<file path="config.mk">
export PLATFORM = sky130hd
export DESIGN_NAME = pipe_shifter
export DESIGN_NICKNAME = d
export VERILOG_FILES = /design/src/rtl/pipe_shifter.sv
export SDC_FILE = /design/constraint.sdc
export NUM_CORES = 1
export LEC_CHECK = 0
export BUFFER_PORTS_ARGS = -buffer_cell sky130_fd_sc_hd__buf_2
export CORE_ASPECT_RATIO = 0.9
export CORE_MARGIN = 5
export CORE_UTILIZATION = 64
export DETAILED_ROUTE_END_ITERATION = 7
export PLACE_DENSITY = 0.95
export SKIP_CTS_REPAIR_TIMING = 1
export SYNTH_ARGS = -nofsm -noshare
export SYNTH_HDL_FRONTEND = slang
export SYNTH_SLANG_ARGS = --single-unit
</file>
<file path="constraint.sdc">
create_clock -name clk -period 4.55 [get_ports clk]
set_input_delay 1.1375 -clock clk [delete_from_list [all_inputs] [get_ports clk]]
set_output_delay 1.1375 -clock clk [all_outputs]
set_load 0.03 [all_outputs]
</file>
<file path="src/rtl/pipe_shifter.sv">
// Purpose: pipelined barrel shifter (SRL/SLL/SRA, optional ROR/ROL) with a sideband tag.
// Latency: PIPE cycles from acceptance to out_valid when out_ready is held high.
// Backpressure: elastic valid/ready stages; a stalled output freezes only the stages behind it.
//
// Optional feature: define PIPE_SHIFTER_ROTATE_EN to build the ROR (100) / ROL (101)
// datapath. Without it those codes are reserved and return in_a unchanged.
//
// Ports:
//   clk, rst_n                 single rising-edge clock, async active-low reset
//   in_valid/in_ready          request handshake; in_ready is combinational
//   in_a, in_shamt, in_op      operand, shift amount (log2(XLEN) bits), operation code
//   in_tag                     sideband tag returned unchanged with the result
//   flush                      synchronous kill of every in-flight operation
//   out_valid/out_ready        result handshake
//   out_result, out_tag        result and its tag, both forced to 0 while out_valid=0
module pipe_shifter #(
    parameter int XLEN  = 32,
    parameter int PIPE  = 2,
    parameter int TAG_W = 5
) (
    input  logic                    clk,
    input  logic                    rst_n,
    input  logic                    in_valid,
    output logic                    in_ready,
    input  logic [XLEN-1:0]         in_a,
    input  logic [$clog2(XLEN)-1:0] in_shamt,
    input  logic [2:0]              in_op,
    input  logic [TAG_W-1:0]        in_tag,
    input  logic                    flush,
    output logic                    out_valid,
    input  logic                    out_ready,
    output logic [XLEN-1:0]         out_result,
    output logic [TAG_W-1:0]        out_tag
);
    localparam int SHW = $clog2(XLEN);

    // Stage registers
    logic [PIPE-1:0]  vld_q;
    logic [XLEN-1:0]  dat_q [PIPE];
    logic [2:0]       op_q  [PIPE];
    logic [SHW-1:0]   sh_q  [PIPE];
    logic [TAG_W-1:0] tag_q [PIPE];

    // Inputs presented to each stage and the value it will capture
    logic [PIPE-1:0]  src_vld;
    logic [XLEN-1:0]  src_dat [PIPE];
    logic [2:0]       src_op  [PIPE];
    logic [SHW-1:0]   src_sh  [PIPE];
    logic [TAG_W-1:0] src_tag [PIPE];
    logic [XLEN-1:0]  dat_nxt [PIPE];

    // ld: stage may capture this cycle; adv: stage contents move on this cycle
    logic [PIPE-1:0]  ld;
    logic [PIPE-1:0]  adv;
    logic             accept;

    // One barrel level: shift x by the constant distance k according to op.
    // Applying the levels one after another composes into the full shift because
    // every operation is additive in its distance (SRA keeps the msb at each level).
    function automatic logic [XLEN-1:0] shift_lvl(input logic [XLEN-1:0] x,
                                                  input logic [2:0]      op,
                                                  input int              k);
        logic [XLEN-1:0] r;
        r = x;
        case (op)
            3'b000:  r = x >> k;
            3'b001:  r = x << k;
            3'b010:  r = XLEN'($signed(x) >>> k);
`ifdef PIPE_SHIFTER_ROTATE_EN
            3'b100:  r = (x >> k) | (x << (XLEN - k));
            3'b101:  r = (x << k) | (x >> (XLEN - k));
`endif
            default: r = x;
        endcase
        return r;
    endfunction

    // Flow control, resolved from the output back towards the input so a hole
    // anywhere in the pipe is filled in the same cycle.
    always_comb begin
        ld  = '0;
        adv = '0;
        adv[PIPE-1] = vld_q[PIPE-1] && out_ready;
        ld[PIPE-1]  = !vld_q[PIPE-1] || adv[PIPE-1];
        for (int s = PIPE - 2; s >= 0; s--) begin
            adv[s] = vld_q[s] && ld[s+1];
            ld[s]  = !vld_q[s] || adv[s];
        end
    end

    // rst_n is in the ready term so nothing is offered as accepted while in reset.
    assign in_ready = rst_n && ld[0] && !flush;
    assign accept   = in_valid && in_ready;

    // Stage sources: stage 0 takes the request port, stage s takes stage s-1.
    always_comb begin
        src_vld[0] = accept;
        src_dat[0] = in_a;
        src_op[0]  = in_op;
        src_sh[0]  = in_shamt;
        src_tag[0] = in_tag;
        for (int s = 1; s < PIPE; s++) begin
            src_vld[s] = vld_q[s-1];
            src_dat[s] = dat_q[s-1];
            src_op[s]  = op_q[s-1];
            src_sh[s]  = sh_q[s-1];
            src_tag[s] = tag_q[s-1];
        end
    end

    // Barrel levels are spread evenly: level l (distance 2^l) lives in stage
    // floor(l*PIPE/SHW), which gives every stage at least one level.
    always_comb begin
        for (int s = 0; s < PIPE; s++) begin
            dat_nxt[s] = src_dat[s];
            for (int l = 0; l < SHW; l++) begin
                if ((((l * PIPE) / SHW) == s) && src_sh[s][l]) begin
                    dat_nxt[s] = shift_lvl(dat_nxt[s], src_op[s], 1 << l);
                end
            end
        end
    end

    always_ff @(posedge clk or negedge rst_n) begin
        if (!rst_n) begin
            vld_q <= '0;
            for (int s = 0; s < PIPE; s++) begin
                dat_q[s] <= '0;
                op_q[s]  <= '0;
                sh_q[s]  <= '0;
                tag_q[s] <= '0;
            end
        end else if (flush) begin
            vld_q <= '0;
        end else begin
            for (int s = 0; s < PIPE; s++) begin
                if (ld[s]) begin
                    vld_q[s] <= src_vld[s];
                    // Payload only moves with a valid op; bubbles leave it untouched.
                    if (src_vld[s]) begin
                        dat_q[s] <= dat_nxt[s];
                        op_q[s]  <= src_op[s];
                        sh_q[s]  <= src_sh[s];
                        tag_q[s] <= src_tag[s];
                    end
                end
            end
        end
    end

    assign out_valid  = vld_q[PIPE-1];
    assign out_result = out_valid ? dat_q[PIPE-1] : '0;
    assign out_tag    = out_valid ? tag_q[PIPE-1] : '0;

endmodule
</file>
# Yosys cells after proc, flatten, opt, wreduce, memory -nomap -nowiden
# Cells that the tools add are included.
# totals
regBits,84
input_bits,50
output_inout_bits,39
elab_cells,44
# op_classes
eq_ne,4
n_mux,15
bitwise_logic,1
reduce_logical,16
# ops
operator,n
32-bit case mux with 3 select lines,5
32-bit 2-to-1 mux,6
3-bit by 1-bit == test with 1-bit output (second input constant),2
3-bit by 2-bit == test with 1-bit output (second input constant),2
3-bit zero test,2
3-bit AND reduction,2
1-bit logical AND,5
5-bit 2-to-1 mux,1
2-bit nonzero test,2
1-bit zero test,3
1-bit logical OR,2
1-bit 2-to-1 mux,2
2-bit 2-to-1 mux,1
1-bit inverter,1

# Logic depth before layout (Yosys ltp)
# Gate-level depths: netlist of the first run.
# logic_depth
word_depth,9
ltp_mapped,9
depth_no_buf,6

# Worst setup path before layout of the first run
# No wires, ideal clock.
# synth_path
kind,input to output
startpoint,input flush
endpoint,output in_ready
t_arrival_ns,1.799
t_required_ns,3.413
slack_ns,1.613
cell_stages,2
n_path_buf,0
path_cell_list,nand2b_1 a21oi_1
# synth_between
elab_chain_cells,2
# synth_rtl
item,line,rtl
"start, declared",29,"input logic flush,"
1-bit zero test,92,assign in_ready = rst_n && ld[0] && !flush;
1-bit logical AND,92,
"end, declared",24,"output logic in_ready,"
# No other way between the ends.

# Worst setup path after layout of the first run
# layout_path
startpoint,input in_op[1]
endpoint,register dat_q[40] in the netlist's numbering
# layout_between
elab_chain_cells,7
word_cells_on_any_way,9
cone_classes,eq/ne (2); mux (6); reduce/logical (1)
# layout_rtl
item,line,rtl
"start, declared",27,"input logic [2:0] in_op,"
"3-bit by 2-bit == test with 1-bit output, or another cell as far along",65,case (op)
32-bit case mux with 3 select lines,65,
32-bit 2-to-1 mux,117,if ((((l * PIPE) / SHW) == s) && src_sh[s][l]) begin
32-bit case mux with 3 select lines,65,
32-bit 2-to-1 mux,117,
32-bit case mux with 3 select lines,65,
32-bit 2-to-1 mux *,117,
"end signal, assigned by index",141,dat_q[s] <= dat_nxt[s];
"end, declared",39,logic [XLEN-1:0] dat_q [PIPE];
# Mark *: on every way between the ends. The rest lies on a longest branch, timed or not.
# A chain may end at the register's enable or synchronous reset.

==> results of run 1 <==
-- metal layers --
layer,vias up,global-route usage,routed length [um]
li1,3351,-,-
met3,154,0.08002,3124
met1,3448,0.4671,8194
met5,-,0,0
met2,699,0.5301,9896
met4,0,0.1554,1190
-- cell families (layout without fill, tap and decap cells) --
logic type | count (synthesis) | in the layout | share of synthesized area
AO/OA/AOI/OAI | 355 | 355 | 0.3545
buffers and inverters | 97 | 124 | 0.06878
multiplexers | 38 | 38 | 0.05554
flip-flops | 81 | 81 | 0.2940
AND/OR/NAND/NOR | 332 | 332 | 0.2272
-- cells in the final DEF (no fill, tap or decap), types with 6 or more instances in the layout --
| master | count |
|---|---|
| nand2_1 | 111 |
| a221oi_1 | 30 |
| o21ai_1 | 15 |
| mux2i_1 | 36 |
| nor2_1 | 111 |
| a211oi_1 | 7 |
| nor2b_1 | 8 |
| o22a_1 | 12 |
| a22oi_1 | 14 |
| buf_2 | 87 |
| clkbuf_16 | 9 |
| o21ai_0 | 68 |
| buf_4 | 15 |
| a22o_1 | 8 |
| nand3b_1 | 6 |
| o21a_1 | 12 |
| o221ai_1 | 6 |
| o2bb2ai_1 | 9 |
| and2_1 | 45 |
| dfrtp_1 | 81 |
| a211o_1 | 8 |
| nand2b_1 | 20 |
| o32a_1 | 7 |
| a21o_1 | 8 |
| o22ai_1 | 29 |
| a21oi_1 | 74 |
| o211ai_1 | 6 |
-- area by class of cell --
type                    count  area (um2)
multi-input cells         725        4398
clock buffers               9       225.2
well taps                 133       166.4
inverters                   6       22.52
clock inverters             7       76.32
flip-flops and latches     81        2027
repair buffers            102       548.0
fillers                   809        3212
-- stage by stage --
stage / hold slack, ps / area, um2 / utilization
final: 464.9 / 7463 / 0.6991
after global routing: 482.5 / 7463 / 0.6991
after CTS: 467.4 / 7463 / 0.6991
after detailed placement: 450.7 / 7162 / 0.6709
after global placement: 444.8 / 7162 / 0.6709
after floorplan: 438.1 / 6894 / -
-- power groups by stage --
stage	clock (W)	sequential [W]	combinational [W]
after floorplan	0	0.000990	0.000638
after global placement	0	0.00104	0.000809
after detailed placement	0	0.00105	0.000830
after CTS	0.000733	0.00104	0.000845
after global routing	0.000767	0.00107	0.000954
final	0.000736	0.00105	0.000874
-- sequential cells by signal, summed over array words and instances, names as in the netlist --
| signal | count |
|---|---|
| dat_q | 64 |
| tag_q | 5 |
| sh_q | 2 |
| src_tag | 5 |
| op_q | 3 |
| vld_q | 2 |
-- path summary, 6_finish.rpt --
path                       depth (start not counted)  slack (ps)         to       start
max                                                7        1220  dat_q[40]    in_op[1]
max reg2reg                                        6        1750  dat_q[48]    vld_q[1]
min in group asynchronous                          1         730  dat_q[18]       rst_n
min                                                2         460   tag_q[3]  src_tag[3]
min reg2reg                                        2         460   tag_q[3]  src_tag[3]
max in group asynchronous                          2        2830  dat_q[45]       rst_n
-- tightest hold or removal path: cells and delay by family, from the launching register on --
family | cells | cell delay, ps
DFF | 1 | 340
and+or+nand+nor | 2 | 100
==> results by group, run 1 <==
Floorplan
  – Ports: 89
  – Core ar.: 10680 um2
  – Die Wd: 119.4 um
  – Die Footprint: 12950 um2
  – Starting Density: 0.6458
  – FP Rows: 36
  – Chip Height: 108.5 um

STA
  – Least-Margin Pin Slew: 1282 ps
  – RSZ-0062 raised after global routing: false
  – Setup TNS: 0 ps
  – Fmax: 0.3007 GHz
  – Slew Limit Fails: 0
  – Setup WS post-layout: 1225 ps
  – Final Hold Vio Count: 0
  – Slew HR: 0.1438
  – Worst Skew: 7.884 ps
  – Fraction of the cycle the final worst path needs: 0.7309
  – Minimum clock period: 3325 ps
  – Setup violators final: 0

Drt
  – Drt wl/cell: 21.08 um
  – DRC violations left: 7
  – Iteration-0 DRC Markers: 1451
  – Final WL: 22410 um
  – Via count: 7652
  – 1st-pass router iterations: 8
  – Via density: 7.198
  – Post-route ant nets: 0

Global route
  – First-pass GRT wire length: 36230 um
  – Vias in the first global route: 7013
  – Initial antenna violation count: 0
  – Global Route Usage Sum: 0.3449
  – Largest net degree at the start of global routing: 51
  – GRT overflow: 0

Logic synthesis
  – Post-Syn Area: 6894 um2
  – Yosys warns: 0
  – Synth Net Count: 953
  – Cell variety after synth: 74
  – Average size of a mapped cell: 7.635 um2
  – Asr flop ratio synth: 1.000
  – Area contributors post-synth: dfrtp_1, nand2_1, nor2_1, a21oi_1, mux2i_1
  – List of most frequent post-synthesis cells: nand2_1, nor2_1, dfrtp_1, a21oi_1, o21ai_0
  – #FFs+latches synth: 81
  – Seq/Total Area, Yosys: 0.2940
  – Post-synth top area cell: dfrtp_1
  – Syn Inst Count: 903
  – Number of synthesized flops with an enable pin: 0
  – Synth Flop Type: dfrtp_1
  – Synth top area share: 0.2940

Status
  – Failing checks: DRC
  – Status: finished with violations

Run
  – Max_cap viols: 0

Place
  – Placer Congestion: 1.042
  – Placed insts: 1047
  – PortBufs: 88
  – DP Worst Slack: 1042 ps
  – DP HPWL: 15460 um

Clocking
  – Clock latency on the worst-skew pair: 340 ps
  – CTS Buf Count: 9
  – CTS max path bufs: 2
  – Clock sink count: 81
  – TritonCTS clock tree: yes
  – Clk pin slew, worst setup/hold paths: 60 ps
  – Root Buffer: clkbuf_16
  – Htree depth: 3

Critical path
  – CP Buf/Inv Count: 1
  – Critical path type: input port to flip-flop
  – CP Cell Sequence: buf_2 -> nor2b_1 -> nand2_1 -> a211oi_1 -> a221oi_2 -> o221a_2 -> a21oi_1
  – Worst path max stage delay: 1060 ps
  – CP top delay family: simple AND/OR/NAND/NOR gates
  – Worst Path Required: 4810 ps
  – Critical Path Slowest Stage Cell: nor2b_1
  – Crit-path max FO: 34
  – Nature of the critical path startpoint: input port
  – Worst setup EP type: flip-flop
  – Worst Path Arrival: 3590 ps

Cells and area
  – ANT cells: 0
  – Area growth, synth to finish: 8.258%
  – Nets: 975
  – Final cell count without fillers: 1063
  – Share of cells above drive strength 1: 0.1559

Pwr
  – P_leak: 3.201 nW
  – Clock share of power: 0.277
  – Final Power: 0.002660 W
  – Sequential share of power: 0.395
  – Pint: 0.001641 W
  – Peak VDD IR: 214.1 uV
  – P_sw: 0.001018 W
  – Sw Ratio: 0.3828
  – PD cells: 356.4 nW/um2
  – Logic pwr share: 0.329

Hold path
  – Hold WC Path Type: flip-flop to flip-flop
Note: power is estimated with default switching activity, not from simulation.
==> run 2, diff against run 1 <==
--- a/config.mk
+++ b/config.mk
@@ -8,9 +8,9 @@
 export BUFFER_PORTS_ARGS = -buffer_cell sky130_fd_sc_hd__buf_2
 export CORE_ASPECT_RATIO = 0.9
 export CORE_MARGIN = 5
-export CORE_UTILIZATION = 64
+export CORE_UTILIZATION = 60
 export DETAILED_ROUTE_END_ITERATION = 7
-export PLACE_DENSITY = 0.95
+export PLACE_DENSITY = 0.91
 export SKIP_CTS_REPAIR_TIMING = 1
 export SYNTH_ARGS = -nofsm -noshare
 export SYNTH_HDL_FRONTEND = slang
==> constraint.sdc (replaced) <==
create_clock -name clk -period 3.1 [get_ports clk]
set_input_delay 0.775 -clock clk [delete_from_list [all_inputs] [get_ports clk]]
set_output_delay 0.775 -clock clk [all_outputs]
set_load 0.03 [all_outputs]
==> run 2 against run 1 <==
  * The run still ends with DRC left
  * Sequential power up 47%
  * Critical path depth unchanged
  * Clock power up 54%
  * Combinational power up 51%
  * Register-to-register slack worse by 1000 ps
  * Worst hold slack better by 3.9 ps
  * Critical path type unchanged
  * Critical endpoint is now dat_q[49]
==> results by group, run 2 (synthesis gave the netlist of run 1 again) <==
Global route
  – Initial antenna violation count: 0 (unchanged)
  – First-pass GRT wire length: 37290 um (+2.9%)
  – Largest net degree at the start of global routing: 57 (+12%)
  – GRT overflow: 0 (unchanged)
  – Global Route Usage Sum: 0.3354 (-0.009514)
  – Vias in the first global route: 7244 (+3.3%)

Place
  – PortBufs: 88 (unchanged)
  – DP HPWL: 16280 um (+5.3%)
  – DP Worst Slack: 255.0 ps (-786.9 ps)
  – Placer Congestion: 1.039 (-0.27%)

STA
  – Slew Limit Fails: 0 (unchanged)
  – Setup WS post-layout: 463.4 ps (-761.2 ps)
  – Hold_ws: 468.7 ps (+3.891 ps)
  – Fraction of the cycle the final worst path needs: 0.8505
  – Fmax: 0.3793 GHz
  – Minimum clock period: 2637 ps
  – Worst Skew: 6.471 ps (-1.413 ps)
  – RSZ-0062 raised after global routing: false
  – Final Hold Vio Count: 0 (unchanged)
  – Setup TNS: 0 ps (unchanged)
  – Least-Margin Pin Slew: 880.6 ps (-401.0 ps)
  – Setup violators final: 0 (unchanged)
  – Slew HR: 0.4129 (+0.2691)

Pwr
  – Sw Ratio: 0.3725 (-0.01037)
  – PD cells: 518.7 nW/um2 (+46%)
  – Sequential share of power: 0.386 (-0.009)
  – Pint: 0.002509 W (+53%)
  – Peak VDD IR: 303.5 uV (+42%)
  – P_leak: 3.333 nW (+4.1%)
  – P_sw: 0.001489 W (+46%)
  – Logic pwr share: 0.331 (+0.002)
  – Clock share of power: 0.284 (+0.007)

Clocking
  – TritonCTS clock tree: yes
  – Clk pin slew, worst setup/hold paths: 60 ps (about the same)
  – CTS Buf Count: 9 (unchanged)
  – Clock sink count: 81 (unchanged)
  – CTS max path bufs: 2 (unchanged)
  – Clock latency on the worst-skew pair: 340 ps (about the same)
  – Root Buffer: clkbuf_16
  – Htree depth: 3 (unchanged)

Drt
  – Via density: 6.992 (-2.9%)
  – 1st-pass router iterations: 8 (unchanged)
  – Via count: 7761 (+1.4%)
  – Drt wl/cell: 20.96 um (-0.56%)
  – Iteration-0 DRC Markers: 1595 (+9.9%)
  – Post-route ant nets: 0 (unchanged)
  – Final WL: 23270 um (+3.8%)
  – DRC violations left: 4 (-3)

Hold path
  – Hold WC Path Type: flip-flop to flip-flop

Cells and area
  – # fillers: 920 (+14%)
  – Multi-input gate area: 4398 um2 (unchanged)
  – Share of cells above drive strength 1: 0.1771 (+0.02123)
  – ANT cells: 0 (unchanged)
  – Nets: 1000 (+2.6%)
  – Max reg flops: 64 (unchanged)
  – Utilization after layout: 0.6796 (-0.01949)
  – Reg with most FFs: dat_q
  – Sequential cell area: 2027 um2 (unchanged)
  – Commonest cells after routing, fill and taps aside: nand2_1, nor2_1, buf_2
  – Area growth, synth to finish: 11.81%

Critical path
  – Worst Path Required: 3330 ps (-1480 ps)
  – Worst Path Arrival: 2870 ps (-720 ps)
  – Critical path type: input port to flip-flop
  – Worst setup EP type: flip-flop
  – Nature of the critical path startpoint: input port
  – Crit-path max FO: 19 (-44%)

Floorplan
  – Core ar.: 11340 um2 (+6.2%)
  – FP Rows: 37 (+2.8%)
  – Die Footprint: 13740 um2 (+6.1%)
  – Ports: 89 (unchanged)
  – Die Wd: 123.0 um (+3.0%)
  – Chip Height: 111.7 um (+3.0%)
  – Starting Density: 0.6078 (-0.03797)

Run
  – Max_cap viols: 0 (unchanged)

Status
  – Failing checks: DRC
  – Status: finished with violations
## run 2: changes by cell type in the layout (fill, tap and decap cells not counted)
cell | before | now
clkinv_4 | 0 | 1
buf_12 | 0 | 1
buf_4 | 15 | 39
inv_6 | 3 | 1
clkinv_2 | 1 | 0
bufinv_16 | 1 | 2
## run 2: stage by stage
stage	cell area [um2]	cells	total power [W]
after floorplan	6894	903	0.002389
after global placement	7391	1095	0.002746
after detailed placement	7391	1095	0.002796
after CTS	7709	1110	0.003940
after global routing	7709	1110	0.004184
final	7709	1110	0.003998
## run 2: power groups by stage
stage / Clock (W) / Combinational [W] / Sequential, W
after CTS: 0.00113 / 0.00128 / 0.00153
final: 0.00113 / 0.00132 / 0.00154
after global routing: 0.00118 / 0.00144 / 0.00156
after floorplan: 0 / 0.000936 / 0.00145
after global placement: 0 / 0.00122 / 0.00152
after detailed placement: 0 / 0.00126 / 0.00154
## run 2: layout make-up
class,count,share of cell area
Inverter,6,0.002922
Sequential cell,81,0.2629
Tap cell,156,0.02532
Multi-Input combinational cell,725,0.5705
Timing Repair Buffer,127,0.09706
Clock buffer,9,0.02922
Clock inverter,6,0.01201
## run 2: final timing paths
| path | from | end | slack (ps) | depth (start not counted) |
|---|---|---|---|---|
| worst max-delay path | in_op[2] | dat_q[49] | 460 | 7 |
| max in group asynchronous | rst_n | op_q[4] | 1640 | 3 |
| worst min-delay path | src_tag[3] | tag_q[3] | 470 | 2 |
| worst max register to register | op_q[5] | dat_q[10] | 750 | 6 |
| min in group asynchronous | rst_n | dat_q[16] | 500 | 2 |
| worst min register to register | src_tag[3] | tag_q[3] | 470 | 2 |
## run 2: routing by layer
metal	track usage	share of wire
met4	0.1417	0.049
met5	0	0
met2	0.4940	0.44
met3	0.09142	0.14
met1	0.4644	0.37
## run 2: critical path: stages
cell	delay, ps
buf_2	340
nand2b_1	250
a21oi_4	50
buf_4	230
o32ai_1	750
o22ai_1	250
o22a_1	220
